## config.mk

```make
export PLATFORM = sky130hd
export DESIGN_NAME = cv32e40x_wb_stage
export DESIGN_NICKNAME = d
export VERILOG_FILES = /design/src/rtl/cv32e40x_pkg.sv /design/src/rtl/cv32e40x_load_align.sv /design/src/rtl/cv32e40x_wb_stage.sv
export SDC_FILE = /design/constraint.sdc
export NUM_CORES = 1
export LEC_CHECK = 0
export CELL_PAD_IN_SITES_DETAIL_PLACEMENT = 0
export CELL_PAD_IN_SITES_GLOBAL_PLACEMENT = 2
export CORE_MARGIN = 2
export CORE_UTILIZATION = 25
export DETAILED_ROUTE_END_ITERATION = 6
export HOLD_SLACK_MARGIN = 0.02
export PLACE_DENSITY = 0.79
export SLEW_MARGIN = 10
export SYNTH_ARGS = -nofsm -noshare
export SYNTH_HDL_FRONTEND = slang
export SYNTH_SLANG_ARGS = --single-unit
export TNS_END_PERCENT = 10
```

## constraint.sdc

```tcl
create_clock -name clk -period 2.4 [get_ports clk]
set_clock_uncertainty 0.15 [all_clocks]
set_input_delay 0.36 -clock clk [delete_from_list [all_inputs] [get_ports clk]]
set_output_delay 0.36 -clock clk [all_outputs]
set_load 0.05 [all_outputs]
```

## src/rtl/cv32e40x_pkg.sv

```systemverilog
// Shared types and constants for the cv32e40x writeback slice.
// Used by cv32e40x_wb_stage and cv32e40x_load_align.
package cv32e40x_pkg;

  localparam logic [1:0] DSIZE_BYTE = 2'b00;
  localparam logic [1:0] DSIZE_HALF = 2'b01;
  localparam logic [1:0] DSIZE_WORD = 2'b10;

  typedef enum logic [1:0] {
    WB_EMPTY,
    WB_HOLD,
    WB_WAIT_LOAD
  } wb_state_e;

  // Contents of the EX/WB slot.
  // The rd address is kept beside it because its width is a stage parameter.
  typedef struct packed {
    logic        rf_we;
    logic [31:0] rf_wdata;
    logic        is_load;
    logic [1:0]  data_size;
    logic        data_sign;
    logic [1:0]  addr_lsb;
  } ex_wb_pipe_t;

endpackage

```

## src/rtl/cv32e40x_load_align.sv

```systemverilog
// Combinational load data extraction: shifts the bus word down to the addressed
// byte or half and applies sign/zero extension; words pass through unshifted.
module cv32e40x_load_align
  import cv32e40x_pkg::*;
(
  input  logic [31:0] rdata_i,
  input  logic [1:0]  size_i,
  input  logic        sign_i,
  input  logic [1:0]  addr_lsb_i,
  output logic [31:0] data_o
);

  logic [31:0] shifted;

  always_comb begin
    shifted = rdata_i >> {addr_lsb_i, 3'b000};
    data_o  = rdata_i;
    case (size_i)
      DSIZE_BYTE: data_o = {{24{sign_i & shifted[7]}}, shifted[7:0]};
      DSIZE_HALF: data_o = {{16{sign_i & shifted[15]}}, shifted[15:0]};
      default:    data_o = rdata_i;
    endcase
  end

endmodule

```

## src/rtl/cv32e40x_wb_stage.sv

```systemverilog
// Writeback stage: one-instruction EX/WB slot, load response wait, RF write and retire.
// Optional 64-bit retire counter enabled by `define CV32E40X_WB_RETIRE_CNT_EN.
module cv32e40x_wb_stage
  import cv32e40x_pkg::*;
#(
  parameter int REGFILE_ADDR_WIDTH = 5,
  parameter int DATA_WIDTH         = 32
) (
  input  logic                          clk,
  input  logic                          rst_n,
  input  logic                          ex_valid_i,
  input  logic                          ex_rf_we_i,
  input  logic [REGFILE_ADDR_WIDTH-1:0] ex_rf_waddr_i,
  input  logic [DATA_WIDTH-1:0]         ex_rf_wdata_i,
  input  logic                          ex_is_load_i,
  input  logic [1:0]                    ex_data_size_i,
  input  logic                          ex_data_sign_i,
  input  logic [1:0]                    ex_addr_lsb_i,
  input  logic                          lsu_rvalid_i,
  input  logic [DATA_WIDTH-1:0]         lsu_rdata_i,
  input  logic                          lsu_err_i,
  output logic                          wb_ready_o,
  output logic                          rf_we_wb_o,
  output logic [REGFILE_ADDR_WIDTH-1:0] rf_waddr_wb_o,
  output logic [DATA_WIDTH-1:0]         rf_wdata_wb_o,
  output logic                          wb_retire_o,
  output logic                          wb_err_o
`ifdef CV32E40X_WB_RETIRE_CNT_EN
  ,
  output logic [63:0]                   retire_cnt_o
`endif
);

  wb_state_e                     state_q, state_d;
  ex_wb_pipe_t                   slot_q, slot_d;
  logic [REGFILE_ADDR_WIDTH-1:0] waddr_q, waddr_d;
  logic                          accept, load_done, complete, load_err;
  logic [31:0]                   load_data;

  cv32e40x_load_align u_load_align (
    .rdata_i    (lsu_rdata_i),
    .size_i     (slot_q.data_size),
    .sign_i     (slot_q.data_sign),
    .addr_lsb_i (slot_q.addr_lsb),
    .data_o     (load_data)
  );

  // A response arriving outside WAIT_LOAD never completes anything.
  always_comb begin
    load_done  = (state_q == WB_WAIT_LOAD) && lsu_rvalid_i;
    load_err   = load_done && lsu_err_i;
    complete   = (state_q == WB_HOLD) || load_done;
    wb_ready_o = (state_q == WB_EMPTY) || (state_q == WB_HOLD) || load_done;
    accept     = ex_valid_i && wb_ready_o;

    state_d = state_q;
    slot_d  = slot_q;
    waddr_d = waddr_q;
    if (accept) begin
      state_d = ex_is_load_i ? WB_WAIT_LOAD : WB_HOLD;
      slot_d  = '{rf_we:     ex_rf_we_i,
                  rf_wdata:  ex_rf_wdata_i,
                  is_load:   ex_is_load_i,
                  data_size: ex_data_size_i,
                  data_sign: ex_data_sign_i,
                  addr_lsb:  ex_addr_lsb_i};
      waddr_d = ex_rf_waddr_i;
    end else if (complete) begin
      state_d = WB_EMPTY;
    end
  end

  // x0 writes are dropped but the instruction still retires.
  always_comb begin
    wb_retire_o   = complete;
    wb_err_o      = load_err;
    rf_we_wb_o    = complete && slot_q.rf_we && !load_err && (waddr_q != '0);
    rf_waddr_wb_o = waddr_q;
    rf_wdata_wb_o = slot_q.is_load ? load_data : slot_q.rf_wdata;
  end

  always_ff @(posedge clk or negedge rst_n) begin
    if (!rst_n) begin
      state_q <= WB_EMPTY;
      slot_q  <= '0;
      waddr_q <= '0;
    end else begin
      state_q <= state_d;
      slot_q  <= slot_d;
      waddr_q <= waddr_d;
    end
  end

`ifdef CV32E40X_WB_RETIRE_CNT_EN
  logic [63:0] retire_cnt_q, retire_cnt_d;

  always_comb begin
    retire_cnt_d = retire_cnt_q + {63'd0, complete};
  end

  always_ff @(posedge clk or negedge rst_n) begin
    if (!rst_n) retire_cnt_q <= '0;
    else        retire_cnt_q <= retire_cnt_d;
  end

  assign retire_cnt_o = retire_cnt_q;
`endif

endmodule

```

==> flow_metrics.tcl, run 1 <==
set metrics [dict create \
    outcome "finished, violations left" \
    violations "setup timing" \
    synth_nets 327 \
    synth-seq-area-share 0.4246 \
    cp.required_ns 1.89 \
    ys_types 31 \
    drive_above_1_share 0.3948 \
    drcViolationCount 0 \
    r2r-end "slot_q[33]" \
    routed_via_density 4.714 \
    antenna_cells 0 \
    max-slew-margin-rel 0.6479 \
    die_w_um 108.1 \
    clockBufferDepth 2 \
    synth_async_sr_flop_share 1.000 \
    antenna_found_initial 0 \
    finalNonFillerCells 525 \
    die_area_um2 11690 \
    dp_hpwl_um 6893 \
    grt_pass1_wl_um 14060 \
    power.leakage_uw 0.001959 \
    p_clk_frac 0.113 \
    grt_max_degree 30 \
    port_buffers 121 \
    gp_congestion 0.8327 \
    cts_tree "yes" \
    min_period_ns 2.553 \
    dieHeight_um 108.1 \
    p_seq_frac 0.238 \
    cts-buffers-inserted 5 \
    ioPinCount 122 \
    regArea_um2 1154 \
    num_rows 38 \
    hold-path-cell-count 1 \
    drt-initial-drc-count 90 \
    fmax_mhz 391.7 \
    p_comb_frac 0.649 \
    min_to "slot_q[37]" \
    postSynthAreaPerCell_um2 11.02 \
    r2r-start "state_q[0]" \
    start_kind "flop" \
    reg2regPathDepth 5 \
    drv_cap 0 \
    area_growth_pct 77.71 \
    r2r_setup_slack_ns 0.67 \
    setup_viol 24 \
    hold_class "reg -> reg" \
    tightest_slew_ns 0.5282 \
    grt_usage 0.1556 \
    slew_viol_final 0 \
    clock-sinks 46 \
    fp.coreArea_um2 10700 \
    clock_latency_ns 0.31 \
    p_sw_frac 0.4254 \
    overflow 0 \
    initial_core_util 0.2535 \
    drtAntennaViolNets 0 \
    synth_ff_type "dfrtp_1" \
    fin_ws_ns -0.1531 \
    ir_worst_vdd_mv 0.4937 \
    ys_warn_count 0 \
    place_inst 515 \
    synth_area_um2 2711 \
    rsz0062_at_grt "yes" \
    cp-end-kind "output pin" \
    grt_pass1_vias 2597 \
    crit_type "reg -> out" \
    hold_viol 0 \
    pwr_density_cell_nw_per_um2 912.2 \
    synthCells 246 \
    vias 2475 \
    fin_nets 465 \
    fill_cells 1025 \
    wirelength_um 8969 \
    internal_power_uw 2525 \
    yosysTopAreaCellShare 0.4246 \
    synth_area_leaders "dfrtp_1, mux2_2, a221o_1, nand2_1, a21oi_1" \
    crit_arrival_ns 2.04 \
    worst-path-max-fanout 16 \
    cts_max_level 2 \
    clockRootBuffer "clkbuf_8" \
    synth_seq_cells 46 \
    wl_per_cell_um 17.08 \
    drtPass1Iterations 4 \
    multi_input_area_um2 1550 \
    power_switching_uw 1870 \
    total_power_uw 4395 \
    cts.clk_slew.worst_paths_ns 0.10 \
    yosysTopAreaCell "dfrtp_1" \
    synth_enable_flop_cells 0 \
    period_share 1.064 \
    synth_commonest_cells "dfrtp_1, mux2_2, nand2_1, a21oi_1, a221o_1" \
    min-delay-start "slot_q[37]" \
]
## repair_timing
item	in CTS	in global routing
cloned	0	0
hold buffers	1	0
gates resized for setup	14	16
pin swaps	7	8
endpoints found under the hold margin	17	0
buffers inserted	2	0
endpoints found under the setup margin	32	33
## state kept, by name, summed over array words and instances (netlist names)
register       cells
state_q            2
rf_waddr_wb_o      5
slot_q            39
## worst max-delay path, cell delays in order (launching register included)
cell and delay (ns):
dfrtp_2 0.47, mux2_4 0.33, a32oi_4 0.20, a211oi_4 0.10, buf_12 0.16, a221o_1 0.31
buf_12 0.16
## area by class of cell
cell class | count | share of cell area
timing repair buffer | 150 | 0.3817
multi-input combinational | 179 | 0.3217
sequential | 46 | 0.2394
tap | 140 | 0.03635
clock buffer | 5 | 0.01428
clock inverter | 3 | 0.004934
inverter | 2 | 0.001558
## cell families (layout without fill, tap and decap cells)
family | Yosys count | after routing | synth area share
compound gates | 70 | 70 | 0.2012
simple gates | 55 | 55 | 0.1048
mux | 54 | 54 | 0.2224
flops | 46 | 46 | 0.4245
buf+inv | 21 | 160 | 0.04707
## per-stage QoR
step	worst slack, ns	utilization	setup TNS (ns)	hold WS (ns)	cell area [um2]
floorplan	0.04741	-	0	-0.08559	2716
global placement	-0.2694	0.4269	-5.267	0.1801	4567
detailed placement	-0.3352	0.4269	-5.762	0.1800	4567
CTS	-0.1700	0.4443	-3.208	0.3670	4753
global route	-0.1931	0.4504	-4.144	0.3751	4818
finish	-0.1531	0.4504	-2.821	0.3665	4818
## cells in the final DEF, fill, tap and decap left out, types with 2 or more instances in the layout
master,instances
a21oi_2,2
buf_6,2
a22oi_2,7
o21ai_1,2
nand2b_1,10
a21oi_1,12
inv_1,2
buf_4,22
nor2_1,4
a221o_1,13
nor2b_1,3
clkbuf_8,5
a22oi_1,2
or2_2,7
dfrtp_2,2
clkdlybuf4s50_1,84
mux2_2,46
clkinvlp_4,2
and3_1,4
o22a_1,8
mux2i_1,7
buf_12,39
dfrtp_1,44
o21ai_0,8
o2bb2ai_2,4
nand2_1,20
a211o_1,3
o2bb2ai_1,3
## layer usage
metal,global-route usage,up-vias,share of wire
li1,-,1196,-
met5,0,-,0
met1,0.2066,1201,0.44
met2,0.2682,74,0.50
met4,0.02198,0,0.0048
met3,0.03074,4,0.055
## worst max-delay path by stage
stage	start	endpoint	depth (start not counted)	slack (ns)
5_1_grt	slot_q[1]	rf_wdata_wb_o[27]	6	-0.19
2_1_floorplan	slot_q[0]	rf_wdata_wb_o[0]	6	0.05
4_1_cts	slot_q[1]	rf_wdata_wb_o[13]	7	-0.17
6_report	slot_q[1]	rf_wdata_wb_o[21]	6	-0.15
3_3_place_gp	lsu_rdata_i[23]	rf_wdata_wb_o[29]	6	-0.27
3_5_place_dp	lsu_rdata_i[23]	rf_wdata_wb_o[27]	6	-0.34
## power by group through the flow
stage	clock [uW]	sequential (uW)	combinational, uW
2_1_floorplan	0	1080	1420
3_3_place_gp	0	1050	2750
3_5_place_dp	0	1050	2760
4_1_cts	523	1040	2830
5_1_grt	547	1070	3000
6_report	496	1050	2850
Note: power is estimated with default switching activity, not from simulation.
==> run 2, diff against run 1 <==
PLACE_DENSITY = default   (was 0.79)
PLACE_DENSITY_LB_ADDON = 0.15   (was default)
==> flow_metrics.tcl, run 2 (synthesis gave the netlist of run 1 again) <==
set metrics [dict create \
    drv_cap 0 \
    cts.clk_slew.worst_paths_ns 0.08 \
    outcome "finished, violations left" \
    clock_latency_ns 0.30 \
    grt_pass1_wl_um 14010 \
    period_share 1.054 \
    overflow 0 \
    max-slew-margin-rel 0.6129 \
    wirelength_um 9196 \
    layout_commonest_cell "clkdlybuf4s50_1" \
    cts_tree "yes" \
    hold-path-cell-count 1 \
    drt-initial-drc-count 87 \
    worst-path-max-fanout 16 \
    ir_worst_vdd_mv 0.4234 \
    setup_viol 24 \
    fin_ws_ns -0.1288 \
    setup_tns_ns -2.451 \
    slowest_delay_ns 0.43 \
    final_util 0.4384 \
    violations "setup timing" \
    antenna_found_initial 0 \
    crit_type "in -> out" \
    r2r-end "slot_q[34]" \
    initial_core_util 0.2535 \
    clock-sinks 46 \
    antenna_cells 0 \
    routed_via_density 4.740 \
    num_rows 38 \
    dieHeight_um 108.1 \
    min-delay-start "slot_q[38]" \
    drtAntennaViolNets 0 \
    port_buffers 121 \
    wl_per_cell_um 17.68 \
    min_period_ns 2.529 \
    vias 2465 \
    min_to "slot_q[38]" \
    path_buf_inv 3 \
    most-common-layout-cells "clkdlybuf4s50_1, mux2_2, dfrtp_1" \
    fp.coreArea_um2 10700 \
    drcViolationCount 0 \
    postPlaceCellArea_um2 4479 \
    ioPinCount 122 \
    grt_max_degree 27 \
    power.leakage_uw 0.001922 \
    grt_pass1_vias 2484 \
    cts_max_level 2 \
    start_kind "input pin" \
    r2r-start "state_q[0]" \
    timing.critical_path.cells "clkdlybuf4s50_1, mux2_4, a32oi_2, a211oi_4, buf_12, a211o_1, buf_12" \
    largest_register "slot_q" \
    clockRootBuffer "clkbuf_8" \
    cts-buffers-inserted 5 \
    cp-end-kind "output pin" \
    reg2regPathDepth 5 \
    crit_arrival_ns 2.02 \
    die_w_um 108.1 \
    clockBufferDepth 2 \
    dp_hpwl_um 7165 \
    fin_nets 460 \
    grt_usage 0.1605 \
    fmax_mhz 395.4 \
    largest_reg_flops 39 \
    slew_viol_final 0 \
    hold_class "reg -> reg" \
    final_area_um2 4690 \
    hold_viol 0 \
    rsz0062_at_grt "yes" \
    cp.required_ns 1.89 \
    tightest_slew_ns 0.5806 \
    total_power_uw 4361 \
    die_area_um2 11690 \
    pwr_density_cell_nw_per_um2 929.9 \
    gp_congestion 0.7741 \
    path_delay_family "buffers and inverters" \
    drive_above_1_share 0.3684 \
    area_growth_pct 72.96 \
    crit_path_frequent_cell "buf_12" \
    crit_path_top_delay_cell "clkdlybuf4s50_1" \
    r2r_setup_slack_ns 0.70 \
    drtPass1Iterations 4 \
]
[run 2: area by class of cell]
class	instances	area, um2
clock buffer	7	76.32
tap	140	175.2
multi-input combinational	179	1508
clock inverter	1	30.03
fill	1039	6008
sequential	46	1154
inverter	2	7.507
timing repair buffer	145	1739
[run 2: worst register-to-register path: stages (launching register included)]
cell,delay [ns]
dfrtp_1,0.39
nor2b_1,0.16
nand2b_1,0.14
and2_2,0.20
buf_12,0.19
mux2_2,0.37
[run 2: power by group]
part	switching, uW	leakage [uW]	total (uW)	internal, uW
Sequential	111	0.000536	1040	933
Combinational	1440	0.00133	2740	1300
Clock	265	0.0000524	577	312
[run 2: repair_timing]
action / 4_1_cts / 5_1_grt
gates resized for setup: 13 / 7
hold buffers: 1 / 0
hold endpoints to repair: 24 / 0
pin swaps: 7 / 1
setup buffers: 1 / 0
setup endpoints to repair: 32 / 32
[run 2: how the worst max path moves through the flow]
stage | from | to | cells after the start
finish | lsu_rdata_i[7] | rf_wdata_wb_o[31] | 7
global route | slot_q[1] | rf_wdata_wb_o[16] | 6
CTS | slot_q[1] | rf_wdata_wb_o[16] | 6
detailed placement | lsu_rdata_i[23] | rf_wdata_wb_o[16] | 6
global placement | lsu_rdata_i[23] | rf_wdata_wb_o[16] | 6
floorplan | slot_q[0] | rf_wdata_wb_o[0] | 6
[run 2: per-layer routing]
layer  vias up  global-route usage  wire length (um)
li1       1183                   -                 -
met1      1186              0.2143              4009
met2        86              0.2597              4430
met3        10             0.03978               617
met4         0             0.04212               138
met5         -                   0                 0
[run 2: stage by stage]
stage,hold WS (ns),std cells,setup WS (ns)
after floorplan,-0.08559,246,0.04741
after global placement,0.2492,510,-0.3447
after detailed placement,0.2446,510,-0.3526
after CTS,0.3599,520,-0.1519
after global routing,0.3767,520,-0.2015
final,0.3557,520,-0.1288
